==> config.mk <==
export PLATFORM = sky130hd
export DESIGN_NAME = lc2k_decode_flat
export DESIGN_NICKNAME = d
export VERILOG_FILES = /design/src/rtl/lc2k_pkg.sv /design/src/rtl/lc2k_decode_if.sv /design/src/rtl/lc2k_scoreboard.sv /design/src/rtl/lc2k_decode.sv /design/src/flat_wrapper.sv
export SDC_FILE = /design/constraint.sdc
export NUM_CORES = 1
export LEC_CHECK = 0
export ABC_AREA = 1
export CAP_MARGIN = 30
export CORE_UTILIZATION = 42
export DETAILED_ROUTE_END_ITERATION = 7
export PLACE_DENSITY = 0.81
export SYNTH_ARGS = -nofsm -noshare
export SYNTH_HDL_FRONTEND = slang
export SYNTH_SLANG_ARGS = --single-unit
export TNS_END_PERCENT = 50
==> constraint.sdc <==
create_clock -name clk -period 2 [get_ports clk]
set_clock_uncertainty 0.2 [all_clocks]
set_input_delay 0.2 -clock clk [delete_from_list [all_inputs] [get_ports clk]]
set_output_delay 0.2 -clock clk [all_outputs]
set_load 0.005 [all_outputs]
==> src/rtl/lc2k_pkg.sv <==
// LC2K shared definitions: widths, instruction field positions, opcodes and the ID/EX bundle.
// Also holds the per-opcode source/destination usage rules that decode relies on.
package lc2k_pkg;
  localparam int XLEN   = 32;
  localparam int NREGS  = 8;
  localparam int REG_W  = $clog2(NREGS);

  localparam int OP_HI  = 24;
  localparam int RA_HI  = 21;
  localparam int RB_HI  = 18;
  localparam int DST_HI = 2;
  localparam int OFF_HI = 15;

  typedef enum logic [2:0] {
    OP_ADD  = 3'b000,
    OP_NOR  = 3'b001,
    OP_LW   = 3'b010,
    OP_SW   = 3'b011,
    OP_BEQ  = 3'b100,
    OP_JALR = 3'b101,
    OP_HALT = 3'b110,
    OP_NOOP = 3'b111
  } opcode_e;

  typedef struct packed {
    opcode_e          op;
    logic [XLEN-1:0]  data_a;
    logic [XLEN-1:0]  data_b;
    logic [XLEN-1:0]  offset;
    logic [REG_W-1:0] dest;
    logic             wen;
    logic [XLEN-1:0]  pc;
  } idex_t;

  function automatic logic uses_a(input opcode_e op);
    return !(op inside {OP_HALT, OP_NOOP});
  endfunction

  function automatic logic uses_b(input opcode_e op);
    return op inside {OP_ADD, OP_NOR, OP_SW, OP_BEQ};
  endfunction

  function automatic logic writes_reg(input opcode_e op);
    return op inside {OP_ADD, OP_NOR, OP_LW, OP_JALR};
  endfunction
endpackage

==> src/rtl/lc2k_decode_if.sv <==
// Decode stage bus: fetch handshake, register-file read port, ID/EX handshake,
// write-back retire and branch flush. slave = decode stage, master = surrounding pipeline.
interface lc2k_decode_if;
  import lc2k_pkg::*;

  logic             if_valid;
  logic             if_ready;
  logic [XLEN-1:0]  if_instr;
  logic [XLEN-1:0]  if_pc;
  logic [REG_W-1:0] rf_regA;
  logic [REG_W-1:0] rf_regB;
  logic [XLEN-1:0]  rf_dataA;
  logic [XLEN-1:0]  rf_dataB;
  logic             ex_valid;
  logic             ex_ready;
  logic [2:0]       ex_opcode;
  logic [XLEN-1:0]  ex_dataA;
  logic [XLEN-1:0]  ex_dataB;
  logic [XLEN-1:0]  ex_offset;
  logic [REG_W-1:0] ex_dest;
  logic             ex_wen;
  logic [XLEN-1:0]  ex_pc;
  logic             wb_valid;
  logic [REG_W-1:0] wb_reg;
  logic             flush;
  logic             halted;

  modport slave (
    input  if_valid, if_instr, if_pc, rf_dataA, rf_dataB, ex_ready, wb_valid, wb_reg, flush,
    output if_ready, rf_regA, rf_regB, ex_valid, ex_opcode, ex_dataA, ex_dataB, ex_offset,
           ex_dest, ex_wen, ex_pc, halted
  );

  modport master (
    output if_valid, if_instr, if_pc, rf_dataA, rf_dataB, ex_ready, wb_valid, wb_reg, flush,
    input  if_ready, rf_regA, rf_regB, ex_valid, ex_opcode, ex_dataA, ex_dataB, ex_offset,
           ex_dest, ex_wen, ex_pc, halted
  );
endinterface

==> src/rtl/lc2k_scoreboard.sv <==
// Pending-write scoreboard: one bit per architectural register.
// Both clears apply before the set, so a clear and set of the same register leaves it pending.
module lc2k_scoreboard #(
  parameter int NREGS = 8,
  parameter int REG_W = $clog2(NREGS)
) (
  input  logic             clk,
  input  logic             rst_n,
  input  logic             i_clr0_en,
  input  logic [REG_W-1:0] i_clr0_idx,
  input  logic             i_clr1_en,
  input  logic [REG_W-1:0] i_clr1_idx,
  input  logic             i_set_en,
  input  logic [REG_W-1:0] i_set_idx,
  output logic [NREGS-1:0] o_sb
);
  logic [NREGS-1:0] r_sb;
  logic [NREGS-1:0] w_sb_nxt;

  always_comb begin
    w_sb_nxt = r_sb;
    if (i_clr0_en) w_sb_nxt[i_clr0_idx] = 1'b0;
    if (i_clr1_en) w_sb_nxt[i_clr1_idx] = 1'b0;
    if (i_set_en)  w_sb_nxt[i_set_idx]  = 1'b1;
  end

  always_ff @(posedge clk or negedge rst_n) begin
    if (!rst_n) r_sb <= '0;
    else        r_sb <= w_sb_nxt;
  end

  assign o_sb = r_sb;
endmodule

==> src/rtl/lc2k_decode.sv <==
// LC2K decode/issue stage: field split, RF read addressing, RAW/WAW interlock against the
// pending-write scoreboard, and a single ID/EX register handed to execute over valid/ready.
module lc2k_decode
  import lc2k_pkg::*;
(
  input logic          clk,
  input logic          rst_n,
  lc2k_decode_if.slave bus
);
  opcode_e          w_op;
  logic [REG_W-1:0] w_ra, w_rb, w_dest;
  logic             w_use_a, w_use_b, w_wen;
  logic [XLEN-1:0]  w_offset;
  logic [NREGS-1:0] w_sb;
  logic             w_hazard, w_out_free, w_if_ready, w_issue, w_kill, w_accept;
  logic             w_unused;

  idex_t            r_ex;
  logic             r_ex_valid;
  logic             r_halt_pend;
  logic             r_halted;

  assign w_op     = opcode_e'(bus.if_instr[OP_HI -: 3]);
  assign w_ra     = bus.if_instr[RA_HI -: REG_W];
  assign w_rb     = bus.if_instr[RB_HI -: REG_W];
  assign w_use_a  = uses_a(w_op);
  assign w_use_b  = uses_b(w_op);
  assign w_wen    = writes_reg(w_op);
  assign w_offset = {{(XLEN-OFF_HI-1){bus.if_instr[OFF_HI]}}, bus.if_instr[OFF_HI:0]};
  assign w_unused = ^bus.if_instr[XLEN-1:OP_HI+1];

  always_comb begin
    w_dest = '0;
    unique case (w_op)
      OP_ADD, OP_NOR: w_dest = bus.if_instr[DST_HI -: REG_W];
      OP_LW, OP_JALR: w_dest = w_rb;
      default:        w_dest = '0;
    endcase
  end

  // Scoreboard is read as registered: a retiring write-back only unblocks next cycle.
  assign w_hazard   = (w_use_a & w_sb[w_ra]) | (w_use_b & w_sb[w_rb]) | (w_wen & w_sb[w_dest]);
  assign w_out_free = ~r_ex_valid | bus.ex_ready;
  assign w_if_ready = w_out_free & ~w_hazard & ~bus.flush & ~r_halt_pend & ~r_halted;
  assign w_issue    = bus.if_valid & w_if_ready;
  // A flushed bundle is never treated as accepted, even if execute raised ready.
  assign w_kill     = r_ex_valid & bus.flush;
  assign w_accept   = r_ex_valid & bus.ex_ready & ~bus.flush;

  lc2k_scoreboard #(.NREGS(NREGS), .REG_W(REG_W)) u_sb (
    .clk        (clk),
    .rst_n      (rst_n),
    .i_clr0_en  (bus.wb_valid),
    .i_clr0_idx (bus.wb_reg),
    .i_clr1_en  (w_kill & r_ex.wen),
    .i_clr1_idx (r_ex.dest),
    .i_set_en   (w_issue & w_wen),
    .i_set_idx  (w_dest),
    .o_sb       (w_sb)
  );

  always_ff @(posedge clk or negedge rst_n) begin
    if (!rst_n) begin
      r_ex        <= '0;
      r_ex_valid  <= 1'b0;
      r_halt_pend <= 1'b0;
      r_halted    <= 1'b0;
    end else begin
      if (bus.flush) begin
        r_ex_valid <= 1'b0;
      end else if (w_issue) begin
        r_ex_valid  <= 1'b1;
        r_ex.op     <= w_op;
        r_ex.data_a <= bus.rf_dataA;
        r_ex.data_b <= bus.rf_dataB;
        r_ex.offset <= w_offset;
        r_ex.dest   <= w_dest;
        r_ex.wen    <= w_wen;
        r_ex.pc     <= bus.if_pc;
      end else if (w_accept) begin
        r_ex_valid <= 1'b0;
      end

      if (w_issue && w_op == OP_HALT)                   r_halt_pend <= 1'b1;
      else if ((w_kill || w_accept) && r_ex.op == OP_HALT) r_halt_pend <= 1'b0;

      if (w_accept && r_ex.op == OP_HALT) r_halted <= 1'b1;
    end
  end

  assign bus.if_ready  = w_if_ready;
  assign bus.rf_regA   = w_ra;
  assign bus.rf_regB   = w_rb;
  assign bus.ex_valid  = r_ex_valid;
  assign bus.ex_opcode = r_ex.op;
  assign bus.ex_dataA  = r_ex.data_a;
  assign bus.ex_dataB  = r_ex.data_b;
  assign bus.ex_offset = r_ex.offset;
  assign bus.ex_dest   = r_ex.dest;
  assign bus.ex_wen    = r_ex.wen;
  assign bus.ex_pc     = r_ex.pc;
  assign bus.halted    = r_halted;
endmodule

==> src/flat_wrapper.sv <==
// flat-port wrapper written by rule: the top's interface ports become plain ports
module lc2k_decode_flat import lc2k_pkg::*;
  (clk, rst_n, bus_if_valid, bus_if_instr, bus_if_pc, bus_rf_dataA, bus_rf_dataB, bus_ex_ready, bus_wb_valid, bus_wb_reg, bus_flush, bus_if_ready, bus_rf_regA, bus_rf_regB, bus_ex_valid, bus_ex_opcode, bus_ex_dataA, bus_ex_dataB, bus_ex_offset, bus_ex_dest, bus_ex_wen, bus_ex_pc, bus_halted);
  lc2k_decode_if bus_i ();
  input logic clk;
  input logic rst_n;
  input wire logic [$bits(bus_i.if_valid)-1:0] bus_if_valid;
  input wire logic [$bits(bus_i.if_instr)-1:0] bus_if_instr;
  input wire logic [$bits(bus_i.if_pc)-1:0] bus_if_pc;
  input wire logic [$bits(bus_i.rf_dataA)-1:0] bus_rf_dataA;
  input wire logic [$bits(bus_i.rf_dataB)-1:0] bus_rf_dataB;
  input wire logic [$bits(bus_i.ex_ready)-1:0] bus_ex_ready;
  input wire logic [$bits(bus_i.wb_valid)-1:0] bus_wb_valid;
  input wire logic [$bits(bus_i.wb_reg)-1:0] bus_wb_reg;
  input wire logic [$bits(bus_i.flush)-1:0] bus_flush;
  output wire logic [$bits(bus_i.if_ready)-1:0] bus_if_ready;
  output wire logic [$bits(bus_i.rf_regA)-1:0] bus_rf_regA;
  output wire logic [$bits(bus_i.rf_regB)-1:0] bus_rf_regB;
  output wire logic [$bits(bus_i.ex_valid)-1:0] bus_ex_valid;
  output wire logic [$bits(bus_i.ex_opcode)-1:0] bus_ex_opcode;
  output wire logic [$bits(bus_i.ex_dataA)-1:0] bus_ex_dataA;
  output wire logic [$bits(bus_i.ex_dataB)-1:0] bus_ex_dataB;
  output wire logic [$bits(bus_i.ex_offset)-1:0] bus_ex_offset;
  output wire logic [$bits(bus_i.ex_dest)-1:0] bus_ex_dest;
  output wire logic [$bits(bus_i.ex_wen)-1:0] bus_ex_wen;
  output wire logic [$bits(bus_i.ex_pc)-1:0] bus_ex_pc;
  output wire logic [$bits(bus_i.halted)-1:0] bus_halted;
  assign bus_i.if_valid = bus_if_valid;
  assign bus_i.if_instr = bus_if_instr;
  assign bus_i.if_pc = bus_if_pc;
  assign bus_i.rf_dataA = bus_rf_dataA;
  assign bus_i.rf_dataB = bus_rf_dataB;
  assign bus_i.ex_ready = bus_ex_ready;
  assign bus_i.wb_valid = bus_wb_valid;
  assign bus_i.wb_reg = bus_wb_reg;
  assign bus_i.flush = bus_flush;
  assign bus_if_ready = bus_i.if_ready;
  assign bus_rf_regA = bus_i.rf_regA;
  assign bus_rf_regB = bus_i.rf_regB;
  assign bus_ex_valid = bus_i.ex_valid;
  assign bus_ex_opcode = bus_i.ex_opcode;
  assign bus_ex_dataA = bus_i.ex_dataA;
  assign bus_ex_dataB = bus_i.ex_dataB;
  assign bus_ex_offset = bus_i.ex_offset;
  assign bus_ex_dest = bus_i.ex_dest;
  assign bus_ex_wen = bus_i.ex_wen;
  assign bus_ex_pc = bus_i.ex_pc;
  assign bus_halted = bus_i.halted;
  lc2k_decode u_core (.clk(clk), .rst_n(rst_n), .bus(bus_i));
endmodule
==> results of run 1 <==
-- registers in the layout (all words and copies together), names as in the netlist --
name / cells
u_core.bus.ex_dataA: 32
u_core.bus.ex_dataB: 32
u_core.bus.ex_pc: 32
u_core.bus.ex_offset: 16
u_core.u_sb.o_sb: 8
u_core.bus.ex_dest: 3
u_core.bus.ex_opcode: 3
u_core.bus.ex_valid: 1
u_core.bus.ex_wen: 1
u_core.bus.halted: 1
u_core.r_halt_pend: 1
-- metrics by stage --
| stage | setup TNS, ps | hold slack, ps | worst slack [ps] |
|---|---|---|---|
| after floorplan | 0 | -296 | 184 |
| after detailed placement | -73980 | -39.6 | -656 |
| after CTS | -5460 | 85.6 | -103 |
| after global placement | -67010 | -37.1 | -587 |
| after global routing | -19950 | 134 | -201 |
| final | -4440 | 102 | -121 |
-- cell families (layout without fill, tap and decap cells) --
logic type             count (synthesis)  in the layout  share of synthesized area (%)
and+or+nand+nor                      433            433                           32.8
AOI/OAI and AO/OA                     44             44                           4.64
DFF                                  130            130                           53.6
buffers and inverters                105            388                           8.97
-- synth_stat cells, drive strengths merged, types with 2 or more instances --
master  number
nand2      279
nand3       17
a21oi        7
o21ai       16
clkbuf      21
o41ai        2
o211ai       3
o21bai       8
a31oi        2
a41oi        3
dfrtp      130
inv         29
o31ai        2
nor2        14
nand4      120
buf         55
-- area by class of cell --
class	count	area, µm²
well taps	180	225
flip-flops and latches	130	3250
clock buffers	21	450
fillers	1078	4200
repair buffers	328	3290
inverters	29	109
multi-input cells	477	2330
clock inverters	10	135
-- per-layer routing --
layer  wire length [µm]  GRT usage [%]  up-vias
li1                   -              -     2930
met1               7810           32.7     2876
met2               8900           39.9      242
met3               1300           6.27       28
met4                428           10.3        0
met5                  0              0        -
-- timing repair --
action | in CTS | in global routing
endpoints found under the setup margin | 147 | 130
hold buffers | 2 | 0
endpoints found under the hold margin | 142 | 0
gates resized for setup | 24 | 9
setup buffers | 2 | 4
pin swaps | 4 | 7
-- worst max-delay path by stage --
| stage | slack, ps | endpoint | cells past startpoint |
|---|---|---|---|
| CTS | -100 | bus_if_ready | 10 |
| detailed placement | -660 | bus_if_ready | 13 |
| floorplan | 180 | u_core.bus.ex_dataA[0]$_DFFE_PN0P_ | 11 |
| global placement | -590 | bus_if_ready | 12 |
| global route | -200 | bus_if_ready | 9 |
| finish | -120 | bus_if_ready | 11 |
-- report_power, final --
part           internal (mW)  switching, mW  leakage [nW]
clock                   1.98           1.10         0.275
sequential              2.67         0.0252          1.80
combinational          0.437          0.382          2.67
total                   5.09           1.51          4.75
==> results.ini, run 1 <==
[timing]
hold_viol_final=0
setup_viol=119
drv_slew=0
fin_crit_sh_pct=106
tightest_slew_ps=550
worst_slack_ps=-121
fin_crit_ps=2120
fmax_mhz=471
rsz0062_at_grt=true
slew_headroom_pct=62.9

[outcome]
run_status=complete, but fails checks
violations=setup timing

[synthesis]
syn_area_um2=6070
ys_seq_area_share_pct=53.6
ys_types=29
ys_top_cells_by_area=dfrtp_1 54%, nand2_1 17%, nand4_1 12%
ys_async_sr_fraction_pct=100
netlist.area_leader.share_pct=53.6
postSynthCellCount=712
yosys.area.top_type=dfrtp_1
synth_nets=849
yosysWarnings=0
synth_area_per_cell_um2=8.52
synthFlopType=dfrtp_1
synth_edf_count=0
synth-seq-cells=130

[place]
dpl.cell_count=1136
dp_hpwl_um=12800
place.gp.congestion=0.927
place_area_um2=9090
port_buffers=273

[cts]
clock_latency_ps=410
cts_root_buf=clkbuf_16
cts_tree=yes
cts_buffer_depth=2
clk_pin_slew_ps=60
cts_sinks=130
cts_made_buffers=17
cts.htree.levels=4

[worst_setup_path]
timing.rr.start=u_core.u_sb.o_sb[1]$_DFF_PN0_
reg2reg_depth=12
crit_path_end_kind=output port
regToRegEndpoint=u_core.bus.ex_pc[5]$_DFFE_PN0P_
cp_slowest_cell=clkdlybuf4s50_1
cp_common_cell=nand2_1
crit_arrival_ps=1720
start_kind=primary input
crit_chain=clkdlybuf4s50_1, buf_6, nand3_4, nand2_4, nand2_1, nand3_1, nand2_1, nand2_1, nand3_4, and2_4, buf_6
crit_buf_inv=3
cpPeakStageDelay_ps=470
crit_start=bus_if_instr[16]
crit_fanout=10
required_ps=1600
worstSetupPathType=in2out
r2r_setup_slack_ps=-60
worst_path_dominant_cell_family=simple AND/OR/NAND/NOR gates

[finish]
layout-drive-gt1-share_pct=11.2
fin_cells=1175
nets=1120
final_area_um2=9790
layout_common_cells=272 x nand2_1, 265 x clkdlybuf4s50_1, 129 x dfrtp_1, 120 x nand4_1, 40 x buf_4
diodes=0
final_common_cell=nand2_1
fin_util_pct=70.0
areaGrowthSynthToFinish_pct=61.3

[power]
p_leak_nw=4.75
peakVddDrop_uv=505
finalPower_mw=6.60
powerDensity_nw_per_um2=674

[global_routing]
grt_usage_pct=25.1
grt_pass1_wl_um=29300
grt_max_degree=68
grt_pass1_vias=5792
antenna_found_initial=0
grt_overflow=0

[detailed_routing]
via_per_inst=5.17
dr_total_vias=6076
ant_nets=0
drc=0
dr.pass1.iters=4
wl_um=18400
first_iter_violations=301
wl_per_cell_um=15.7

[run]
cap_violations=0

[die]
placementRows=43
start_util_pct=43.4
die_h_um=122
coreArea_um2=14000
chipWidth_um=122
io_pins=281
die_area_um2=14900

[worst_hold_path]
hold_class=in2async

Note: power is estimated with default switching activity, not from simulation.
==> run 2: changes to the inputs <==
--- a/config.mk
+++ b/config.mk
@@ -9,7 +9,9 @@
 export CAP_MARGIN = 30
 export CORE_UTILIZATION = 42
 export DETAILED_ROUTE_END_ITERATION = 7
+export GPL_TIMING_DRIVEN = 0
 export PLACE_DENSITY = 0.81
+export SETUP_SLACK_MARGIN = 0.3
 export SYNTH_ARGS = -nofsm -noshare
 export SYNTH_HDL_FRONTEND = slang
 export SYNTH_SLANG_ARGS = --single-unit
==> run 2 against run 1 <==
Effect of this change: power increased by 0.84%; maximum frequency decreased by 5.2%; die area unchanged; utilization increased by 3.0 points; clock-buffer cell count increased by 2; critical endpoint unchanged; clock power increased by 2%; non-clock buffer count increased by 51; sequential power about the same; via count increased by 5.0%; global-route usage increased by 1.1 points; the run still ends with setup timing left; setup slack got worse by 120 ps.
==> results.ini, run 2 (same netlist as run 1, synthesis figures left out) <==
[outcome]
run_status=complete, but fails checks
violations=setup timing

[finish]
layout_common_cells=271 x nand2_1, 253 x clkdlybuf4s50_1, 128 x dfrtp_1, 120 x nand4_1, 39 x buf_4
seq_area_um2=3260  ; about the same
multi_input_area_um2=2370  ; +2.0%
areaGrowthSynthToFinish_pct=68.1
nets=1171  ; +4.6%
layout-drive-gt1-share_pct=14.5  ; +3.3 points
final_common_cell=nand2_1
diodes=0  ; unchanged
fillers=1050  ; -2.6%

[global_routing]
grt_max_degree=75  ; +10%
grt_overflow=0  ; unchanged
grt_usage_pct=26.2  ; +1.1 points
grt_pass1_wl_um=29800  ; +1.5%
antenna_found_initial=0  ; unchanged
grt_pass1_vias=5839  ; +0.81%

[cts]
clock_latency_ps=420  ; about the same
cts_tree=yes
cts_buffer_depth=2  ; unchanged
cts.htree.levels=4  ; unchanged
clk_pin_slew_ps=50  ; about the same
cts_made_buffers=17  ; unchanged
cts_sinks=130  ; unchanged
cts_root_buf=clkbuf_16

[detailed_routing]
dr_total_vias=6378  ; +5.0%
via_per_inst=5.22  ; +0.85%
wl_um=20100  ; +8.8%
ant_nets=0  ; unchanged
wl_per_cell_um=16.4  ; +4.6%
first_iter_violations=484  ; +61%
dr.pass1.iters=5  ; +1
drc=0  ; unchanged

[power]
switching_share_pct=22.9  ; about the same
power.share.combinational_pct=12.4  ; about the same
switchingPower_mw=1.52  ; +0.88%
peakVddDrop_uv=540  ; +7.0%
powerDensity_nw_per_um2=652  ; -3.3%
p_clk_share_pct=47.1  ; +0.4 points
intPower_mw=5.13  ; +0.83%
power_frac_seq_pct=40.6  ; -0.3 points
p_leak_nw=5.09  ; +7.3%
finalPower_mw=6.65  ; +0.84%

[worst_setup_path]
cp_common_cell=nand2_1
reg2reg_depth=14  ; +2
crit_buf_inv=3  ; unchanged
crit_chain=clkdlybuf4s50_1, nand2_4, nand2_8, nand2_1, nand3_1, nand2_1, nand2_1, nand3_4, buf_6, and2_4, buf_6
worstSetupPathType=in2out
crit_start=bus_if_instr[0]
regToRegEndpoint=u_core.bus.ex_offset[0]$_DFFE_PN0P_
required_ps=1600  ; about the same
cp.depth=11  ; unchanged
crit_path_end_kind=output port
endpoint=bus_if_ready
crit_fanout=10  ; unchanged
start_kind=primary input
worst_path_dominant_cell_family=buffers and inverters
cpPeakStageDelay_ps=560  ; +90 ps
r2r_setup_slack_ps=-190  ; -130 ps
cp_slowest_cell=clkdlybuf4s50_1
crit_arrival_ps=1840  ; +120 ps
timing.rr.start=u_core.u_sb.o_sb[1]$_DFF_PN0_

[die]
die_area_um2=14900  ; unchanged
io_pins=281  ; unchanged
placementRows=43  ; unchanged
chipWidth_um=122  ; unchanged
coreArea_um2=14000  ; unchanged
start_util_pct=43.4  ; unchanged
die_h_um=122  ; unchanged

[timing]
hold_viol_final=0  ; unchanged
holdWs_ps=84.1  ; -18.3 ps
fin_crit_ps=2240  ; +116 ps
fmax_mhz=447  ; -5.2%
tightest_slew_ps=736  ; +185 ps
fin_crit_sh_pct=112  ; +5.8 points
worst_slack_ps=-237  ; -116 ps
slew_headroom_pct=51.0  ; -12 points
rsz0062_at_grt=true
setup_viol=130  ; +9.2%
drv_slew=0  ; unchanged

[worst_hold_path]
hold_class=in2reg

[place]
dp_hpwl_um=13500  ; +5.2%
port_buffers=272  ; -0.37%
place.gp.congestion=0.863  ; -6.9%

[run]
cap_violations=0  ; unchanged

-- run 2: changes by cell type in the layout (fill, tap and decap cells not counted), moves of 7 or more --
cell             before  now
buf_6                 6   27
buf_12               10    2
buf_2                 0   12
dlymetal6s2s_1        1    8
clkbuf_1              3   17
clkdlybuf4s50_1     265  253
-- run 2: how the worst min path moves through the flow --
stage	start	endpoint	depth (start not counted)
floorplan	rst_n	u_core.bus.ex_dataA[0]$_DFFE_PN0P_	0
global placement	u_core.bus.ex_dataA[31]$_DFFE_PN0P_	u_core.bus.ex_dataA[31]$_DFFE_PN0P_	2
detailed placement	rst_n	u_core.u_sb.o_sb[7]$_DFF_PN0_	1
CTS	bus_if_instr[22]	u_core.bus.ex_opcode[0]$_DFFE_PN0P_	3
global route	bus_if_instr[22]	u_core.r_halt_pend$_DFFE_PN0P_	6
finish	bus_if_instr[22]	u_core.r_halt_pend$_DFFE_PN0P_	6
-- run 2: worst min-delay path: cells and delay by family --
| family | cells | cell delay (ps) |
|---|---|---|
| buffers and inverters | 2 | 180 |
| and+or+nand+nor | 4 | 270 |
-- run 2: per-layer routing --
metal	share of wire [%]	global-route usage, %
met1	40	33.1
met5	0	0
met3	8.9	7.53
met4	2.3	9.91
met2	49	42.5
-- run 2: final cells by class --
class	count	area share, %
buffer	76	5.58
clock buffer	23	4.68
clock inverter	5	1.02
inverter	29	1.07
multi-input combinational	477	23.3
sequential	130	31.9
tap	180	2.21
timing repair buffer	303	30.3
-- run 2: power by group through the flow --
stage / clock [mW] / combinational [mW] / sequential (mW)
floorplan: 0 / 0.261 / 2.75
global placement: 0 / 0.768 / 2.74
detailed placement: 0 / 0.779 / 2.74
CTS: 3.16 / 0.799 / 2.70
global route: 3.28 / 0.891 / 2.70
finish: 3.13 / 0.822 / 2.70
-- run 2: what timing repair did --
action | 4_1_cts | 5_1_grt
endpoints found under the hold margin | 58 | 1
buffers inserted | 20 | 4
hold buffers | 3 | 1
cloned | 0 | 2
pin swaps | 10 | 18
setup endpoints to repair | 192 | 255
resized for setup | 57 | 47
-- run 2: per-stage QoR --
step | cell area [µm²] | setup TNS, ps | instances | utilization [%] | worst slack, ps
5_1_grt | 10200 | -32590 | 1223 | 73.0 | -309
3_3_place_gp | 9070 | -687150 | 1164 | 64.9 | -4670
2_1_floorplan | 6120 | 0 | 712 | - | 259
3_5_place_dp | 9100 | -85590 | 1165 | 65.1 | -974
4_1_cts | 9980 | -18190 | 1216 | 71.4 | -245
6_report | 10200 | -18730 | 1223 | 73.0 | -237
==> run 3: changes to the inputs <==
--- a/config.mk
+++ b/config.mk
@@ -9,6 +9,7 @@
 export CAP_MARGIN = 30
 export CORE_UTILIZATION = 42
 export DETAILED_ROUTE_END_ITERATION = 7
+export GPL_ROUTABILITY_DRIVEN = 0
 export GPL_TIMING_DRIVEN = 0
 export PLACE_DENSITY = 0.81
 export SETUP_SLACK_MARGIN = 0.3
==> results of run 3 <==
Same layout as run 2: the final DEF is identical, and so are final timing and power.
